<file path="src/rtl/ex_muldiv_unit_if.sv">
// Start/busy/done handshake and operand/result bundle between the EX stage
// and ex_muldiv_unit. The EX stage drives the master side, the unit the slave side.
interface ex_muldiv_unit_if #(
    parameter int DATA_W = 32
);
    logic              start_i;
    logic [1:0]        op_i;
    logic [DATA_W-1:0] a_i;
    logic [DATA_W-1:0] b_i;
    logic              cancel_i;
    logic              busy_o;
    logic              done_o;
    logic [DATA_W-1:0] hi_o;
    logic [DATA_W-1:0] lo_o;
    logic              div_zero_o;

    modport master (
        output start_i, op_i, a_i, b_i, cancel_i,
        input  busy_o, done_o, hi_o, lo_o, div_zero_o
    );

    modport slave (
        input  start_i, op_i, a_i, b_i, cancel_i,
        output busy_o, done_o, hi_o, lo_o, div_zero_o
    );
endinterface

</file>
<file path="src/rtl/ex_muldiv_unit.sv">
// Iterative one-bit-per-cycle MULT/MULTU/DIV/DIVU unit with MIPS-style {hi,lo} result.
// Define MULDIV_DIV_EN to build the divider; without it DIV/DIVU complete at once with zero results.
module ex_muldiv_unit #(
    parameter int DATA_W = 32
) (
    input  logic            clk,
    input  logic            rst,
    ex_muldiv_unit_if.slave bus
);
    localparam int                CNT_W    = $clog2(DATA_W + 1);
    localparam logic [CNT_W-1:0]  CNT_INIT = CNT_W'(DATA_W);
    localparam logic [CNT_W-1:0]  CNT_ONE  = {{(CNT_W-1){1'b0}}, 1'b1};
    localparam logic [DATA_W-1:0] ZERO_W   = {DATA_W{1'b0}};

    typedef enum logic [1:0] {
        ST_IDLE = 2'd0,
        ST_RUN  = 2'd1,
        ST_FIX  = 2'd2,
        ST_DONE = 2'd3
    } state_t;

    // Two's-complement negate of a DATA_W word when neg is set
    function automatic logic [DATA_W-1:0] cond_neg(input logic [DATA_W-1:0] x, input logic neg);
        logic [DATA_W-1:0] r;
        if (neg) begin
            r = ~x + {{(DATA_W-1){1'b0}}, 1'b1};
        end else begin
            r = x;
        end
        return r;
    endfunction

    // Two's-complement negate of a double-width product when neg is set
    function automatic logic [2*DATA_W-1:0] cond_neg2(input logic [2*DATA_W-1:0] x, input logic neg);
        logic [2*DATA_W-1:0] r;
        if (neg) begin
            r = ~x + {{(2*DATA_W-1){1'b0}}, 1'b1};
        end else begin
            r = x;
        end
        return r;
    endfunction

    state_t              state_r;
    state_t              state_nxt_s;
    logic [CNT_W-1:0]    cnt_r;
    logic [DATA_W-1:0]   acc_r;
    logic [DATA_W-1:0]   mq_r;
    logic [DATA_W-1:0]   opd_r;
    logic                neg_r;
`ifdef MULDIV_DIV_EN
    logic                is_div_r;
    logic                sign_a_r;
    logic [DATA_W:0]     div_shift_s;
    logic                div_ge_s;
    logic [DATA_W-1:0]   div_diff_s;
`endif
    logic                accept_s;
    logic                bypass_s;
    logic                req_signed_s;
    logic                req_sa_s;
    logic                req_sb_s;
    logic [DATA_W:0]     mul_sum_s;
    logic [DATA_W-1:0]   mul_acc_s;
    logic [DATA_W-1:0]   mul_mq_s;
    logic [DATA_W-1:0]   step_acc_s;
    logic [DATA_W-1:0]   step_mq_s;
    logic [2*DATA_W-1:0] fix_prod_s;
    logic [DATA_W-1:0]   fix_hi_s;
    logic [DATA_W-1:0]   fix_lo_s;
    logic                busy_r;
    logic                done_r;
    logic                dz_r;
    logic [DATA_W-1:0]   hi_r;
    logic [DATA_W-1:0]   lo_r;
    logic                busy_nxt_s;
    logic                done_nxt_s;
    logic                dz_nxt_s;
    logic [DATA_W-1:0]   hi_nxt_s;
    logic [DATA_W-1:0]   lo_nxt_s;

    // Request decode: acceptance, operand signs and the no-iteration bypass
    always_comb begin
        accept_s     = (state_r == ST_IDLE) & bus.start_i & ~bus.cancel_i;
        req_signed_s = ~bus.op_i[0];
        req_sa_s     = req_signed_s & bus.a_i[DATA_W-1];
        req_sb_s     = req_signed_s & bus.b_i[DATA_W-1];
`ifdef MULDIV_DIV_EN
        bypass_s     = accept_s & bus.op_i[1] & (bus.b_i == ZERO_W);
`else
        bypass_s     = accept_s & bus.op_i[1];
`endif
    end

    // One iteration: shift-add multiply or restoring divide on the magnitudes
    always_comb begin
        mul_sum_s = {1'b0, acc_r} + (mq_r[0] ? {1'b0, opd_r} : {(DATA_W+1){1'b0}});
        mul_acc_s = mul_sum_s[DATA_W:1];
        mul_mq_s  = {mul_sum_s[0], mq_r[DATA_W-1:1]};
`ifdef MULDIV_DIV_EN
        // Partial remainder stays below the divisor, so the W-bit difference is exact
        div_shift_s = {acc_r, mq_r[DATA_W-1]};
        div_ge_s    = (div_shift_s >= {1'b0, opd_r});
        div_diff_s  = div_shift_s[DATA_W-1:0] - opd_r;
        if (is_div_r) begin
            step_acc_s = div_ge_s ? div_diff_s : div_shift_s[DATA_W-1:0];
            step_mq_s  = {mq_r[DATA_W-2:0], div_ge_s};
        end else begin
            step_acc_s = mul_acc_s;
            step_mq_s  = mul_mq_s;
        end
`else
        step_acc_s = mul_acc_s;
        step_mq_s  = mul_mq_s;
`endif
    end

    // Sign correction applied when leaving FIX
    always_comb begin
        fix_prod_s = cond_neg2({acc_r, mq_r}, neg_r);
`ifdef MULDIV_DIV_EN
        if (is_div_r) begin
            fix_hi_s = cond_neg(acc_r, sign_a_r);
            fix_lo_s = cond_neg(mq_r, neg_r);
        end else begin
            fix_hi_s = fix_prod_s[2*DATA_W-1:DATA_W];
            fix_lo_s = fix_prod_s[DATA_W-1:0];
        end
`else
        fix_hi_s = fix_prod_s[2*DATA_W-1:DATA_W];
        fix_lo_s = fix_prod_s[DATA_W-1:0];
`endif
    end

    // State register
    always_ff @(posedge clk) begin
        if (rst) begin
            state_r <= ST_IDLE;
        end else begin
            state_r <= state_nxt_s;
        end
    end

    // Next-state logic; cancel aborts RUN/FIX but never a DONE pulse
    always_comb begin
        state_nxt_s = state_r;
        case (state_r)
            ST_IDLE: begin
                if (accept_s) begin
                    state_nxt_s = bypass_s ? ST_DONE : ST_RUN;
                end else begin
                    state_nxt_s = ST_IDLE;
                end
            end
            ST_RUN: begin
                if (bus.cancel_i) begin
                    state_nxt_s = ST_IDLE;
                end else if (cnt_r == CNT_ONE) begin
                    state_nxt_s = ST_FIX;
                end else begin
                    state_nxt_s = ST_RUN;
                end
            end
            ST_FIX: begin
                if (bus.cancel_i) begin
                    state_nxt_s = ST_IDLE;
                end else begin
                    state_nxt_s = ST_DONE;
                end
            end
            ST_DONE: state_nxt_s = ST_IDLE;
            default: state_nxt_s = ST_IDLE;
        endcase
    end

    // Output values for the next cycle; results only move on entry to DONE
    always_comb begin
        busy_nxt_s = (state_nxt_s != ST_IDLE);
        done_nxt_s = (state_nxt_s == ST_DONE);
        hi_nxt_s   = hi_r;
        lo_nxt_s   = lo_r;
        dz_nxt_s   = 1'b0;
        if ((state_r == ST_FIX) && (state_nxt_s == ST_DONE)) begin
            hi_nxt_s = fix_hi_s;
            lo_nxt_s = fix_lo_s;
        end else if (bypass_s) begin
`ifdef MULDIV_DIV_EN
            hi_nxt_s = bus.a_i;
            lo_nxt_s = {DATA_W{1'b1}};
            dz_nxt_s = 1'b1;
`else
            hi_nxt_s = ZERO_W;
            lo_nxt_s = ZERO_W;
            dz_nxt_s = 1'b0;
`endif
        end else begin
            hi_nxt_s = hi_r;
            lo_nxt_s = lo_r;
        end
    end

    // Registered outputs
    always_ff @(posedge clk) begin
        if (rst) begin
            busy_r <= 1'b0;
            done_r <= 1'b0;
            dz_r   <= 1'b0;
            hi_r   <= ZERO_W;
            lo_r   <= ZERO_W;
        end else begin
            busy_r <= busy_nxt_s;
            done_r <= done_nxt_s;
            dz_r   <= dz_nxt_s;
            hi_r   <= hi_nxt_s;
            lo_r   <= lo_nxt_s;
        end
    end

    // Iteration datapath: operand capture on accept, one step per RUN cycle
    always_ff @(posedge clk) begin
        if (rst) begin
            cnt_r    <= {CNT_W{1'b0}};
            acc_r    <= ZERO_W;
            mq_r     <= ZERO_W;
            opd_r    <= ZERO_W;
            neg_r    <= 1'b0;
`ifdef MULDIV_DIV_EN
            is_div_r <= 1'b0;
            sign_a_r <= 1'b0;
`endif
        end else if (accept_s) begin
            // |MIN| lands as unsigned 2^(W-1), which the W-bit magnitude holds exactly
            cnt_r    <= CNT_INIT;
            acc_r    <= ZERO_W;
            mq_r     <= cond_neg(bus.a_i, req_sa_s);
            opd_r    <= cond_neg(bus.b_i, req_sb_s);
            neg_r    <= req_sa_s ^ req_sb_s;
`ifdef MULDIV_DIV_EN
            is_div_r <= bus.op_i[1];
            sign_a_r <= req_sa_s;
`endif
        end else if (state_r == ST_RUN) begin
            cnt_r <= cnt_r - CNT_ONE;
            acc_r <= step_acc_s;
            mq_r  <= step_mq_s;
        end
    end

    assign bus.busy_o     = busy_r;
    assign bus.done_o     = done_r;
    assign bus.hi_o       = hi_r;
    assign bus.lo_o       = lo_r;
    assign bus.div_zero_o = dz_r;
endmodule

</file>
<file path="src/flat_wrapper.sv">
// flat-port wrapper written by rule: the top's interface ports become plain ports
module ex_muldiv_unit_flat 
#(
    parameter int DATA_W = 32
)
  (clk, rst, bus_start_i, bus_op_i, bus_a_i, bus_b_i, bus_cancel_i, bus_busy_o, bus_done_o, bus_hi_o, bus_lo_o, bus_div_zero_o);
  ex_muldiv_unit_if #(.DATA_W(DATA_W)) bus_i ();
  input  logic clk;
  input  logic rst;
  input wire logic [$bits(bus_i.start_i)-1:0] bus_start_i;
  input wire logic [$bits(bus_i.op_i)-1:0] bus_op_i;
  input wire logic [$bits(bus_i.a_i)-1:0] bus_a_i;
  input wire logic [$bits(bus_i.b_i)-1:0] bus_b_i;
  input wire logic [$bits(bus_i.cancel_i)-1:0] bus_cancel_i;
  output wire logic [$bits(bus_i.busy_o)-1:0] bus_busy_o;
  output wire logic [$bits(bus_i.done_o)-1:0] bus_done_o;
  output wire logic [$bits(bus_i.hi_o)-1:0] bus_hi_o;
  output wire logic [$bits(bus_i.lo_o)-1:0] bus_lo_o;
  output wire logic [$bits(bus_i.div_zero_o)-1:0] bus_div_zero_o;
  assign bus_i.start_i = bus_start_i;
  assign bus_i.op_i = bus_op_i;
  assign bus_i.a_i = bus_a_i;
  assign bus_i.b_i = bus_b_i;
  assign bus_i.cancel_i = bus_cancel_i;
  assign bus_busy_o = bus_i.busy_o;
  assign bus_done_o = bus_i.done_o;
  assign bus_hi_o = bus_i.hi_o;
  assign bus_lo_o = bus_i.lo_o;
  assign bus_div_zero_o = bus_i.div_zero_o;
  ex_muldiv_unit #(.DATA_W(DATA_W)) u_core (.clk(clk), .rst(rst), .bus(bus_i));
endmodule
</file>
<file path="config.mk">
export PLATFORM = sky130hd
export DESIGN_NAME = ex_muldiv_unit_flat
export DESIGN_NICKNAME = d
export VERILOG_FILES = /design/src/rtl/ex_muldiv_unit_if.sv /design/src/rtl/ex_muldiv_unit.sv /design/src/flat_wrapper.sv
export SDC_FILE = /design/constraint.sdc
export NUM_CORES = 1
export LEC_CHECK = 0
export ABC_AREA = 1
export ABC_CLOCK_PERIOD_IN_PS = 3500
export BUFFER_PORTS_ARGS = -buffer_cell sky130_fd_sc_hd__buf_2
export CORE_MARGIN = 3
export CORE_UTILIZATION = 65
export DETAILED_ROUTE_END_ITERATION = 12
export MAX_ROUTING_LAYER = met4
export PLACE_DENSITY_LB_ADDON = 0.12
export SYNTH_ARGS = -nofsm -noshare
export SYNTH_HDL_FRONTEND = slang
export SYNTH_SLANG_ARGS = --single-unit
</file>
<file path="constraint.sdc">
create_clock -name clk -period 3.5 [get_ports clk]
set_input_delay 0.875 -clock clk [delete_from_list [all_inputs] [get_ports clk]]
set_output_delay 0.875 -clock clk [all_outputs]
set_load 0.01 [all_outputs]
</file>
==> reports/summary.txt <==
Wirelength per Cell -> 16.8 µm
Yosys top cell by area -> dfxtp_1
gpl congestion -> 1.07
endpoints failing hold -> 0
M3 GR Usage -> 0.0667
Slew Limit Fails -> 0
Sum Neg Setup Slack -> 0 ps
RR Startpoint -> u_core.mq_r[0]
GR peak layer -> met2
Critical Path AT -> 2900 ps
Area Growth Syn to Fin -> 10.7%
met2 Usage GRT -> 0.660
# Post-CTS Setup Buffers -> 0
fin cells -> 2,563
worst IR drop on VDD -> 0.000365 V
fin crit share -> 0.730
Initial Util -> 0.671
mapped cell area -> 0.0128 mm²
FF-to-FF path depth -> 16
clock slew at reported path FFs -> 70 ps
Syn Nets -> 2,303
overall routed net length -> 43,100 µm
area occupied by multi-input gates -> 0.00803 mm²
cts bufs inserted -> 17
Longest Clk Path Bufs -> 2
Crit-path slowest cell -> buf_4
Place WS -> 868 ps
met1 Use GR -> 0.491
ratio of cells with drive above 1 in the final layout -> 0.107
first-pass GRT wire length -> 69,300 µm
grt total ovfl -> 0
outcome -> finished, final reports clean
Core Area -> 0.0190 mm²
Die ar. -> 0.0213 mm²
Root Buffer -> clkbuf_16
Final Critical Period -> 2550 ps
register area -> 0.00342 mm²
Chip Width -> 146 µm
Hold Crit Start -> u_core.opd_r[22]
CTS H-tree depth -> 4
Tot GR Track Use -> 0.409
CP Launch Type -> flip-flop
Crit Path Class -> flip-flop to flip-flop
Fin Clk Skew -> 10.1 ps
crit-path cells -> buf_4, nand2_1, inv_1, ha_1, a21oi_1, nand2_1, nand2_1, nand2_1, nand2_1, nand2_1, nand2_1, nand3_1, nand2_1, nand3_1, nand2_1, inv_1
Mapped Avg Cell Area -> 5.81 µm²
Die H -> 146 µm
R2R Setup Slk -> 950 ps
peak fanout along the critical path -> 34
P_leak -> 7.10 nW
FP Rows -> 50
Most Frequent Cell on Critical Path -> nand2_1
Worst path max stage delay -> 350 ps
Post-Syn Instances -> 2,195
clk sinks -> 171
RSZ-0062 raised after global routing -> false
drt initial violations -> 1,761
routed vias -> 14,800
Worst Hold Path EP -> u_core.opd_r[22]
largest net degree at the start of global routing -> 95
antenna violations before repair -> 1
vias in the first global route -> 13,900
Worst EP required -> 3840 ps
fin nets -> 2,397
ranking of synthesized cells by area -> dfxtp_1, nand2_1, nor2_1
endpoints failing setup -> 0
I/O Buffers -> 135
max frequency -> 0.392 GHz
post-route ant nets -> 0
post-cts resize count -> 0
placed instance count -> 2,530
worst hold path type -> flip-flop to flip-flop
DRT Pass-1 Iters -> 6
crit end category -> flip-flop
Pwr Density -> 378 mW/mm²
top-area cell type share of the netlist area -> 0.268
Slew @ Worst Pin -> 1020 ps
Yosys cell types -> 50
hold_buf cts -> 0
Slew headroom -> 0.319
Worst-Skew Late Latency -> 450 ps
DP Wirelength -> 33,500 µm
#FFs+latches synth -> 171
total power draw -> 5.33 mW
DRC Markers -> 0
Synth Warn # -> 0
via/cell ratio -> 5.79
io pins -> 137
CTS tree -> done
Setup WS post-layout -> 946 ps
register area share after synthesis -> 0.268
worst r2r dst -> u_core.acc_r[25]
Worst Hold Depth -> 2
max_cap viols -> 0
fill count -> 1,709
==> through the flow <==
stage / util / hold slack, ps / instance area [µm²]
finish: 0.743 / 457 / 14100
floorplan: - / 426 / 12800
CTS: 0.743 / 455 / 14100
detailed placement: 0.712 / 440 / 13500
global route: 0.743 / 472 / 14100
global placement: 0.712 / 439 / 13500
==> layout by cell type (no fill, tap or decap), types with 17 or more instances in the layout <==
cell       synthesis  layout
a21oi_1          183     183
buf_2             22     134
clkbuf_16          0      17
dfxtp_1          171     170
ha_1              37      37
inv_1            250     249
nand2_1          717     717
nand3_1          167     167
nand4_1           27      27
nor2_1           258     257
nor2_2            16      17
o21ai_0          134     134
xor2_1            34      34
==> how the worst max path moves through the flow <==
stage              startpoint          endpoint  slack [ps]  cells past startpoint
4_1_cts        u_core.mq_r[0]  u_core.acc_r[25]        1000                     16
6_report       u_core.mq_r[0]  u_core.acc_r[25]         950                     16
3_3_place_gp      bus_op_i[0]  u_core.opd_r[22]         900                     11
2_1_floorplan  u_core.mq_r[0]  u_core.acc_r[13]        1280                     15
5_1_grt        u_core.mq_r[0]  u_core.acc_r[25]         720                     16
3_5_place_dp      bus_op_i[0]  u_core.opd_r[22]         870                     11
==> Yosys cell counts, drive strengths merged <==
| cell type | count |
|---|---|
| xnor2 | 14 |
| a221oi | 1 |
| a31oi | 2 |
| a21oi | 185 |
| fa | 1 |
| dfxtp | 171 |
| nor3 | 12 |
| inv | 260 |
| nand2b | 1 |
| and3 | 2 |
| nand3b | 6 |
| nand3 | 171 |
| a22o | 1 |
| o31ai | 1 |
| o221ai | 1 |
| nor4 | 2 |
| clkinv | 1 |
| and2 | 2 |
| buf | 34 |
| o211ai | 4 |
| or2 | 7 |
| a32o | 1 |
| o311ai | 1 |
| nor2 | 284 |
| o21a | 2 |
| conb | 1 |
| clkbuf | 39 |
| o21ai | 150 |
| o22ai | 1 |
| nand2 | 730 |
| xor2 | 34 |
| nand4 | 27 |
| ha | 37 |
| o21bai | 9 |
==> report_power, final <==
part           total [mW]  switching [mW]  internal [mW]  leakage (nW)
clock                1.90           0.895           1.01         0.281
sequential           2.16           0.125           2.04          1.39
combinational        1.27           0.875          0.392          5.43
total                5.33            1.90           3.44          7.10
==> layout make-up <==
type / instances / area share
clock buffers: 17 / 0.0301
flip-flops and latches: 171 / 0.242
clock inverters: 15 / 0.0113
diodes: 1 / 0.000177
multi-input cells: 1690 / 0.569
repair buffers: 148 / 0.0549
well taps: 260 / 0.0230
inverters: 261 / 0.0694
==> flip-flops by register name, summed over array words and instances, names as in the netlist <==
signal,cells
u_core.state_r,2
u_core.bus.hi_o,32
u_core.bus.busy_o,1
u_core.opd_r,32
u_core.mq_r,32
u_core.bus.done_o,1
u_core.cnt_r,6
u_core.neg_r,1
u_core.bus.lo_o,32
u_core.acc_r,32
==> layer usage <==
metal / vias to the layer above / wire [µm]
met3: 194 / 4070
met1: 6587 / 16500
met4: 0 / 2640
met2: 854 / 19900
li1: 7199 / -
met5: - / 0
==> worst max-delay path: cells and delay by family (launching register included) <==
family          cells  cell delay (ps)
buf+inv             3              480
compound gates      1              160
flops               1              340
fa+ha+maj           1              280
simple gates       11             1190
==> cells by family (layout without fill, tap and decap cells) <==
family / Yosys count / count (layout) / share of synthesized area
flops: 171 / 171 / 0.268
fa+ha+maj: 38 / 38 / 0.0379
simple gates: 1244 / 1244 / 0.409
other cells: 1 / 2 / 0.000294
buf+inv: 334 / 441 / 0.102
xor+xnor: 48 / 48 / 0.0329
compound gates: 359 / 359 / 0.149
Note: power is estimated with default switching activity, not from simulation.
